===== src/rtl/counter_run_pkg.sv =====
// Shared types and defaults for the counter run controller.
package counter_run_pkg;

   localparam int unsigned DefInputWidth = 64;
   localparam int unsigned DefRstCycles  = 2;

   typedef enum logic [1:0] {
      StIdle,
      StReset,
      StRun,
      StResp
   } state_e;

endpackage


===== src/rtl/counter_run_ctrl_if.sv =====
// Request/response handshake bundle between the SST-side queue (master) and the run controller (slave).
interface counter_run_ctrl_if #(
   parameter int unsigned Width = counter_run_pkg::DefInputWidth
) ();

   logic             req_valid;
   logic             req_ready;
   logic [Width-1:0] req_stop;
   logic             rsp_valid;
   logic             rsp_ready;
   logic [Width-1:0] rsp_cycles;
   logic             rsp_timeout;

   modport master (
      output req_valid, req_stop, rsp_ready,
      input  req_ready, rsp_valid, rsp_cycles, rsp_timeout
   );

   modport slave (
      input  req_valid, req_stop, rsp_ready,
      output req_ready, rsp_valid, rsp_cycles, rsp_timeout
   );

endinterface


===== src/rtl/run_ctrl_cycle_cnt.sv =====
// Clear/increment run-cycle counter; with RUN_CTRL_TIMEOUT_EN it also flags the watchdog terminal count.
module run_ctrl_cycle_cnt #(
   parameter int unsigned Width = 64
`ifdef RUN_CTRL_TIMEOUT_EN
   ,
   parameter int unsigned TermCount = 1024
`endif
) (
   input  logic             clk,
   input  logic             reset_l,
   input  logic             clear_i,
   input  logic             inc_i,
   output logic [Width-1:0] cnt_o
`ifdef RUN_CTRL_TIMEOUT_EN
   ,
   output logic             term_o
`endif
);

   logic [Width-1:0] cnt_q, cnt_d;

   always_comb begin
      cnt_d = cnt_q;
      if (clear_i) begin
         cnt_d = '0;
      end else if (inc_i) begin
         cnt_d = cnt_q + 1'b1;
      end
   end

   always_ff @(posedge clk or negedge reset_l) begin
      if (!reset_l) begin
         cnt_q <= '0;
      end else begin
         cnt_q <= cnt_d;
      end
   end

   assign cnt_o = cnt_q;

`ifdef RUN_CTRL_TIMEOUT_EN
   assign term_o = (cnt_q == Width'(TermCount - 1));
`endif

endmodule


===== src/rtl/counter_run_ctrl.sv =====
// Run initiator for the stop-value counter: reset DUT, release, await done, report elapsed cycles.
// Optional watchdog enabled by defining RUN_CTRL_TIMEOUT_EN.
module counter_run_ctrl
   import counter_run_pkg::*;
#(
   parameter int unsigned InputWidth = DefInputWidth,
   parameter int unsigned RstCycles  = DefRstCycles
`ifdef RUN_CTRL_TIMEOUT_EN
   ,
   parameter int unsigned TimeoutCycles = 1024
`endif
) (
   input  logic                  clk,
   input  logic                  reset_l,
   counter_run_ctrl_if.slave     bus_io,
   output logic                  dut_reset_l_o,
   output logic [InputWidth-1:0] dut_stop_o,
   input  logic                  dut_done_i,
   output logic                  busy_o
);

   localparam int unsigned RstCntW = (RstCycles > 1) ? $clog2(RstCycles) : 1;

   state_e                state_q, state_d;
   logic [RstCntW-1:0]    rst_cnt_q, rst_cnt_d;
   logic                  dut_reset_l_q, dut_reset_l_d;
   logic [InputWidth-1:0] dut_stop_q, dut_stop_d;
   logic [InputWidth-1:0] rsp_cycles_q, rsp_cycles_d;
   logic [InputWidth-1:0] cyc_cnt;
   logic                  rst_last;
   logic                  run_end;

`ifdef RUN_CTRL_TIMEOUT_EN
   logic cyc_term;
   logic rsp_timeout_q, rsp_timeout_d;
`endif

   run_ctrl_cycle_cnt #(
      .Width     (InputWidth)
`ifdef RUN_CTRL_TIMEOUT_EN
      ,
      .TermCount (TimeoutCycles)
`endif
   ) u_cyc_cnt (
      .clk     (clk),
      .reset_l (reset_l),
      .clear_i (state_q != StRun),
      .inc_i   (state_q == StRun),
      .cnt_o   (cyc_cnt)
`ifdef RUN_CTRL_TIMEOUT_EN
      ,
      .term_o  (cyc_term)
`endif
   );

   assign rst_last = (rst_cnt_q == RstCntW'(RstCycles - 1));

`ifdef RUN_CTRL_TIMEOUT_EN
   assign run_end = dut_done_i | cyc_term;
`else
   assign run_end = dut_done_i;
`endif

   always_ff @(posedge clk or negedge reset_l) begin
      if (!reset_l) begin
         state_q <= StIdle;
      end else begin
         state_q <= state_d;
      end
   end

   always_comb begin
      state_d = state_q;
      unique case (state_q)
         StIdle:  if (bus_io.req_valid) state_d = StReset;
         StReset: if (rst_last)         state_d = StRun;
         StRun:   if (run_end)          state_d = StResp;
         StResp:  if (bus_io.rsp_ready) state_d = StIdle;
         default: state_d = StIdle;
      endcase
   end

   always_comb begin
      bus_io.req_ready = (state_q == StIdle);
      bus_io.rsp_valid = (state_q == StResp);
      busy_o           = (state_q != StIdle);
   end

   // DUT is out of reset exactly while the controller sits in RUN.
   always_comb begin
      rst_cnt_d     = (state_q == StReset) ? rst_cnt_q + 1'b1 : '0;
      dut_reset_l_d = (state_d == StRun);
      dut_stop_d    = dut_stop_q;
      if (state_q == StIdle && bus_io.req_valid) begin
         dut_stop_d = bus_io.req_stop;
      end
      rsp_cycles_d = rsp_cycles_q;
      if (state_q == StRun && dut_done_i) begin
         rsp_cycles_d = cyc_cnt;
      end
`ifdef RUN_CTRL_TIMEOUT_EN
      else if (state_q == StRun && cyc_term) begin
         rsp_cycles_d = InputWidth'(TimeoutCycles);
      end
`endif
   end

`ifdef RUN_CTRL_TIMEOUT_EN
   // Done in the same cycle as the terminal count takes priority.
   always_comb begin
      rsp_timeout_d = rsp_timeout_q;
      if (state_q == StRun && dut_done_i) begin
         rsp_timeout_d = 1'b0;
      end else if (state_q == StRun && cyc_term) begin
         rsp_timeout_d = 1'b1;
      end
   end

   always_ff @(posedge clk or negedge reset_l) begin
      if (!reset_l) begin
         rsp_timeout_q <= 1'b0;
      end else begin
         rsp_timeout_q <= rsp_timeout_d;
      end
   end

   assign bus_io.rsp_timeout = rsp_timeout_q;
`else
   assign bus_io.rsp_timeout = 1'b0;
`endif

   always_ff @(posedge clk or negedge reset_l) begin
      if (!reset_l) begin
         rst_cnt_q     <= '0;
         dut_reset_l_q <= 1'b0;
         dut_stop_q    <= '0;
         rsp_cycles_q  <= '0;
      end else begin
         rst_cnt_q     <= rst_cnt_d;
         dut_reset_l_q <= dut_reset_l_d;
         dut_stop_q    <= dut_stop_d;
         rsp_cycles_q  <= rsp_cycles_d;
      end
   end

   assign dut_reset_l_o     = dut_reset_l_q;
   assign dut_stop_o        = dut_stop_q;
   assign bus_io.rsp_cycles = rsp_cycles_q;

endmodule

===== src/flat_wrapper.sv =====
// flat-port wrapper written by rule: the top's interface ports become plain ports
module counter_run_ctrl_flat import counter_run_pkg::*;
#(
   parameter int unsigned InputWidth = DefInputWidth,
   parameter int unsigned RstCycles  = DefRstCycles

)
  (clk, reset_l, dut_reset_l_o, dut_stop_o, dut_done_i, busy_o, bus_io_req_valid, bus_io_req_stop, bus_io_rsp_ready, bus_io_req_ready, bus_io_rsp_valid, bus_io_rsp_cycles, bus_io_rsp_timeout);
  counter_run_ctrl_if bus_io_i ();
  input  logic clk;
  input  logic reset_l;
  output logic dut_reset_l_o;
  output logic [InputWidth-1:0] dut_stop_o;
  input  logic dut_done_i;
  output logic busy_o;
  input wire logic [$bits(bus_io_i.req_valid)-1:0] bus_io_req_valid;
  input wire logic [$bits(bus_io_i.req_stop)-1:0] bus_io_req_stop;
  input wire logic [$bits(bus_io_i.rsp_ready)-1:0] bus_io_rsp_ready;
  output wire logic [$bits(bus_io_i.req_ready)-1:0] bus_io_req_ready;
  output wire logic [$bits(bus_io_i.rsp_valid)-1:0] bus_io_rsp_valid;
  output wire logic [$bits(bus_io_i.rsp_cycles)-1:0] bus_io_rsp_cycles;
  output wire logic [$bits(bus_io_i.rsp_timeout)-1:0] bus_io_rsp_timeout;
  assign bus_io_i.req_valid = bus_io_req_valid;
  assign bus_io_i.req_stop = bus_io_req_stop;
  assign bus_io_i.rsp_ready = bus_io_rsp_ready;
  assign bus_io_req_ready = bus_io_i.req_ready;
  assign bus_io_rsp_valid = bus_io_i.rsp_valid;
  assign bus_io_rsp_cycles = bus_io_i.rsp_cycles;
  assign bus_io_rsp_timeout = bus_io_i.rsp_timeout;
  counter_run_ctrl #(.InputWidth(InputWidth), .RstCycles(RstCycles)) u_core (.clk(clk), .reset_l(reset_l), .bus_io(bus_io_i), .dut_reset_l_o(dut_reset_l_o), .dut_stop_o(dut_stop_o), .dut_done_i(dut_done_i), .busy_o(busy_o));
endmodule

===== config.mk =====
export PLATFORM = sky130hd
export DESIGN_NAME = counter_run_ctrl_flat
export DESIGN_NICKNAME = d
export VERILOG_FILES = /design/src/rtl/counter_run_pkg.sv /design/src/rtl/counter_run_ctrl_if.sv /design/src/rtl/run_ctrl_cycle_cnt.sv /design/src/rtl/counter_run_ctrl.sv /design/src/flat_wrapper.sv
export SDC_FILE = /design/constraint.sdc
export NUM_CORES = 1
export LEC_CHECK = 0
export CELL_PAD_IN_SITES_DETAIL_PLACEMENT = 1
export CELL_PAD_IN_SITES_GLOBAL_PLACEMENT = 1
export CORE_MARGIN = 1
export CORE_UTILIZATION = 44
export DETAILED_ROUTE_END_ITERATION = 12
export PLACE_DENSITY_LB_ADDON = 0.12
export SYNTH_ARGS = -nofsm -noshare
export SYNTH_HDL_FRONTEND = slang
export SYNTH_HIERARCHICAL = 1
export SYNTH_SLANG_ARGS = --single-unit

===== constraint.sdc =====
create_clock -name clk -period 5.1 [get_ports clk]
set_clock_uncertainty 0.2 [all_clocks]
set_input_delay 1.53 -clock clk [delete_from_list [all_inputs] [get_ports clk]]
set_output_delay 1.53 -clock clk [all_outputs]
set_load 0.01 [all_outputs]

Yosys cells after proc, flatten, opt, wreduce, memory -nomap -nowiden. Index checks and enable logic that the tools add are counted.

Add/sub/neg operators: 2. Multiply operators: 0. Divide/modulo/power cells: 0. Magnitude comparators: 0. Equality and inequality tests: 5. Shift-type cells: 0. Mux-type cells: 8. Bitwise gates (word level): 0. Reductions and logical operators: 5.

Operators with widths (count): two-way mux 64 bit (2); adder 64 x 1 -> 64 bit (second input constant) (1); two-way mux 2 bit (4); one-hot mux 2 bit (4 select lines) (1); == test 2 bit (second input constant) (3); nonzero test 2 bit (2); == test 2 x 1 -> 1 bit (second input constant) (1); logical AND 1 bit (2); zero test 2 bit (1); inequality test 2 bit (second input constant) (1); adder 1 bit (second input constant) (1); two-way mux 1 bit (1).

Flip-flop bits (word level): 196. Bits in latches: 0. Memory bits (writable): 0. Bits in read-only memories: 0. Output and inout bits: 133. Memories: 0.

Logic depth before layout (Yosys ltp).
Depth after elaboration: 3. Depth in mapped cells: 10. Depth with buffers taken out: 7.

Hierarchy. The synthesis kept the hierarchy.

Modules (own cells, without submodules): counter_run_ctrl (times used 1, cells each 293, area each 5559.1 µm², seq. area each 3303.2 µm²); run_ctrl_cycle_cnt (times used 1, cells each 379, area each 3460.8 µm², seq. area each 1601.5 µm²).

Worst setup path before layout. OpenSTA, ideal clock, no wires.

Kind: reg2reg. From: register u_core.state_q[0]. To: register u_core.u_cyc_cnt.cnt_q[63] (netlist: u_core/u_cyc_cnt/cnt_o[63]). Data arrival time: 2.456 ns. Data required time: 4.822 ns. Setup slack: 2.366 ns. Cell stages (with the launch flop): 10. Buffers on the path: 2. Path through: dfrtp_1 buf_6 or2b_1 inv_1 buf_2 o2111ai_2 nor4_4 nand4_1 or4_1 a21oi_1.

Cells in the longest elaborated chain, start to end: 2. Elaborated cells between the ends (all ways): 4. Those cells by class: 2 x eq/ne; 1 x mux; 1 x reduce/logical.

Ends and longest elaborated chain: start: declaration (RTL line counter_run_ctrl.sv:24) `state_e state_q, state_d;`; start signal: assignment (RTL line counter_run_ctrl.sv:66) `state_q <= StIdle;`; start signal: assignment (RTL line counter_run_ctrl.sv:68) `state_q <= state_d;`; inequality test 2 bit / == test 2 bit (equally long branches) (RTL line counter_run_ctrl.sv:47, counter_run_ctrl.sv:48); two-way mux 64 bit / nonzero test 2 bit (equally long branches); end signal: assignment (RTL line run_ctrl_cycle_cnt.sv:35) `cnt_q <= cnt_d;`; end: declaration (RTL line run_ctrl_cycle_cnt.sv:20) `logic [Width-1:0] cnt_q, cnt_d;`.

Parallel ways exist; a longest one is shown, timed or not. A chain may end at the register's enable or synchronous reset.

Worst setup path after layout.
From: register u_core.state_q[1]. To: register u_core.u_cyc_cnt.cnt_q[56] (netlist: u_core/u_cyc_cnt/cnt_o[56]).

The elaborated chain is that of the path after synthesis.

==> results_dict.tcl <==
set metrics [dict create \
    grt_antenna_before_repair 0 \
    dr.pass1.iters 4 \
    critPathLaunchType "flip-flop" \
    numCtsBuffers 17 \
    die_area_um2 21080 \
    yosysTopAreaCell "dfrtp_1" \
    syn_nets 742 \
    antenna_left 0 \
    synth.yosys.seq_area_share 0.5438 \
    hold_slack_ps 296.8 \
    start_util 0.4472 \
    die_h_um 145.2 \
    pwr_density_cell_nw_per_um2 422.2 \
    rows 52 \
    multi_input_area_um2 3774 \
    rsz0062_at_grt "false" \
    layout_commonest_cell "clkdlybuf4s50_1" \
    fmax_mhz 267.4 \
    cp_max_fo 12 \
    ys.flop_type "dfrtp_1" \
    p_sw_frac 0.2869 \
    yosys_warnings 6 \
    die_w_um 145.2 \
    status "finished clean" \
    fp.coreArea_um2 20170 \
    via_per_inst 5.333 \
    fill_cells 1989 \
    yosysUniqueCellTypes 49 \
    synth_seq_cells 196 \
    seq_power_share 0.410 \
    cts_resized 0 \
    drv_cap 0 \
    area_delta_synth_final_pct 30.28 \
    grt_pass1_wl_um 38250 \
    drc_errors 0 \
    fin_ws_ps 1360 \
    wl_per_cell_um 19.91 \
    path_class "reg -> reg" \
    ff_latch_area_um2 4905 \
    synth_area_per_cell_um2 13.42 \
    wl_um 23020 \
    setup.worst_path.end_class "flip-flop" \
    dpl_cell_area_um2 11210 \
    clk_pin_slew_ps 70 \
    p_clk_frac 0.256 \
    cts_tree "yes" \
    grt_start_max_net_pins 89 \
    peakVddDrop_uv 212.8 \
    p_int_uw 3538 \
    worstRegToRegCells 7 \
    finalSetupTns_ps 0 \
    grt_pass1_vias 6755 \
    worstSkewPairLatency_ps 430 \
    crit_path_start "u_core/state_q[1]" \
    synth_area_leaders "dfrtp_1 (54%), mux2_4 (20%), nand4_1 (2.2%)" \
    io_buffers 200 \
    finalSetupViolCount 0 \
    timing.rr.end "u_core/u_cyc_cnt/cnt_o[56]" \
    post-place-ws_ps 1234 \
    grt_overflow_total 0 \
    synth-edff-count 0 \
    cts_hold_buf 0 \
    slew_violations 0 \
    min_period_over_period 0.7333 \
    num_vias 6165 \
    synthCells 672 \
    finalInstanceArea_um2 11750 \
    max_slew_margin 0.3110 \
    p_leak_uw 0.005066 \
    switchingPower_uw 1423 \
    hold_class "reg -> reg" \
    htreeDepth 4 \
    synth_top_area_share 0.5438 \
    gp_congestion 0.8094 \
    detailed_place_hpwl_um 15970 \
    tightest_slew_ps 1028 \
    final_cell_mix "clkdlybuf4s50_1 (199), dfrtp_1 (196), mux2_4 (120)" \
    cts_sinks 196 \
    diodes 0 \
    cts_buffer_depth 2 \
    synthArstFlopShare 1.000 \
    clockRootBuffer "clkbuf_16" \
    endpoint "u_core/u_cyc_cnt/cnt_o[56]" \
    cp.required_ps 5240 \
    drive_gt1_frac 0.2133 \
    power_frac_comb 0.335 \
    io_pins 202 \
    drt_iter0_markers 281 \
    fin_crit_ps 3740 \
    hold_violations 0 \
    cts_setup_buffers 0 \
    r2r_slack_ps 1360 \
    synth_area_um2 9020 \
    worstReg2RegStart "u_core/state_q[1]" \
    crit_arrival_ps 3880 \
    grt.total_usage 0.2294 \
    nets 943 \
]
per-stage QoR:
step | util | power (uW) | instances
3_5_place_dp | 0.5556 | 3729 | 1124
2_1_floorplan | - | 2967 | 672
4_1_cts | 0.5826 | 5021 | 1156
6_report | 0.5826 | 4961 | 1156
3_3_place_gp | 0.5556 | 3650 | 1124
5_1_grt | 0.5826 | 5191 | 1156
power groups by stage:
stage	clock network, uW	logic (uW)	registers (uW)
5_1_grt	1370	1750	2070
3_3_place_gp	0	1610	2040
6_report	1270	1660	2030
3_5_place_dp	0	1670	2060
4_1_cts	1300	1680	2040
2_1_floorplan	0	832	2130
state kept, by name, indices dropped and copies added (netlist names):
name,cells
u_core/state_q,2
u_core/rst_cnt_q,1
u_core/u_cyc_cnt/cnt_o,64
u_core/dut_stop_o,64
u_core/bus_io.rsp_cycles,64
u_core/dut_reset_l_o,1
routing by layer:
layer  GRT usage  part of all wire  up-vias
met2      0.3832              0.51      155
li1            -                 -     2810
met1      0.2978              0.44     3175
met4     0.07211             0.016        0
met5           0                 0        -
met3     0.04874             0.036       25
critical path, cell delays in order (launching register included):
cell and delay (ps):
dfrtp_1 580, or2b_2 380, inv_1 240, o2111ai_2 290, nor4_1 610, nand4_1 530
or4_1 650, a21oi_1 180
worst min path at each step:
stage,slack [ps],cells after the start,to,startpoint
2_1_floorplan,250,1,u_core/rst_cnt_q,u_core/rst_cnt_q
3_3_place_gp,270,1,u_core/rst_cnt_q,u_core/rst_cnt_q
3_5_place_dp,290,1,u_core/rst_cnt_q,u_core/rst_cnt_q
4_1_cts,300,1,u_core/rst_cnt_q,u_core/rst_cnt_q
5_1_grt,310,1,u_core/dut_stop_o[51],u_core/dut_stop_o[51]
6_report,300,1,u_core/rst_cnt_q,u_core/rst_cnt_q
final cells by class:
type	count	area share
inverters	15	0.004791
multi-input cells	431	0.3211
repair buffers	212	0.1815
clock buffers	21	0.03748
clock inverters	11	0.008944
flip-flops and latches	196	0.4174
well taps	270	0.02875
cells in the mapped netlist, drive strengths merged (2+ instances only):
cell,n
dfrtp,196
mux2,128
nor2,47
nand4,33
a21oi,28
nand2,26
or3,23
o21ai,21
buf,19
nand3,18
xnor2,18
xor2,17
inv,15
nor3,14
nor4,12
clkbuf,11
or4,8
and4,6
and3,5
and2,4
o31ai,4
nand4b,3
nor3b,2
o21ba,2
logic make-up after synthesis:
family	share of synthesized area
compound gates	0.03718
xor+xnor	0.03398
buf+inv	0.03926
other cells	0.0004157
simple gates	0.1303
fa+ha+maj	0.001387
flops	0.5438
mux	0.2138
No activity file was read; power rests on OpenSTA's default activity.
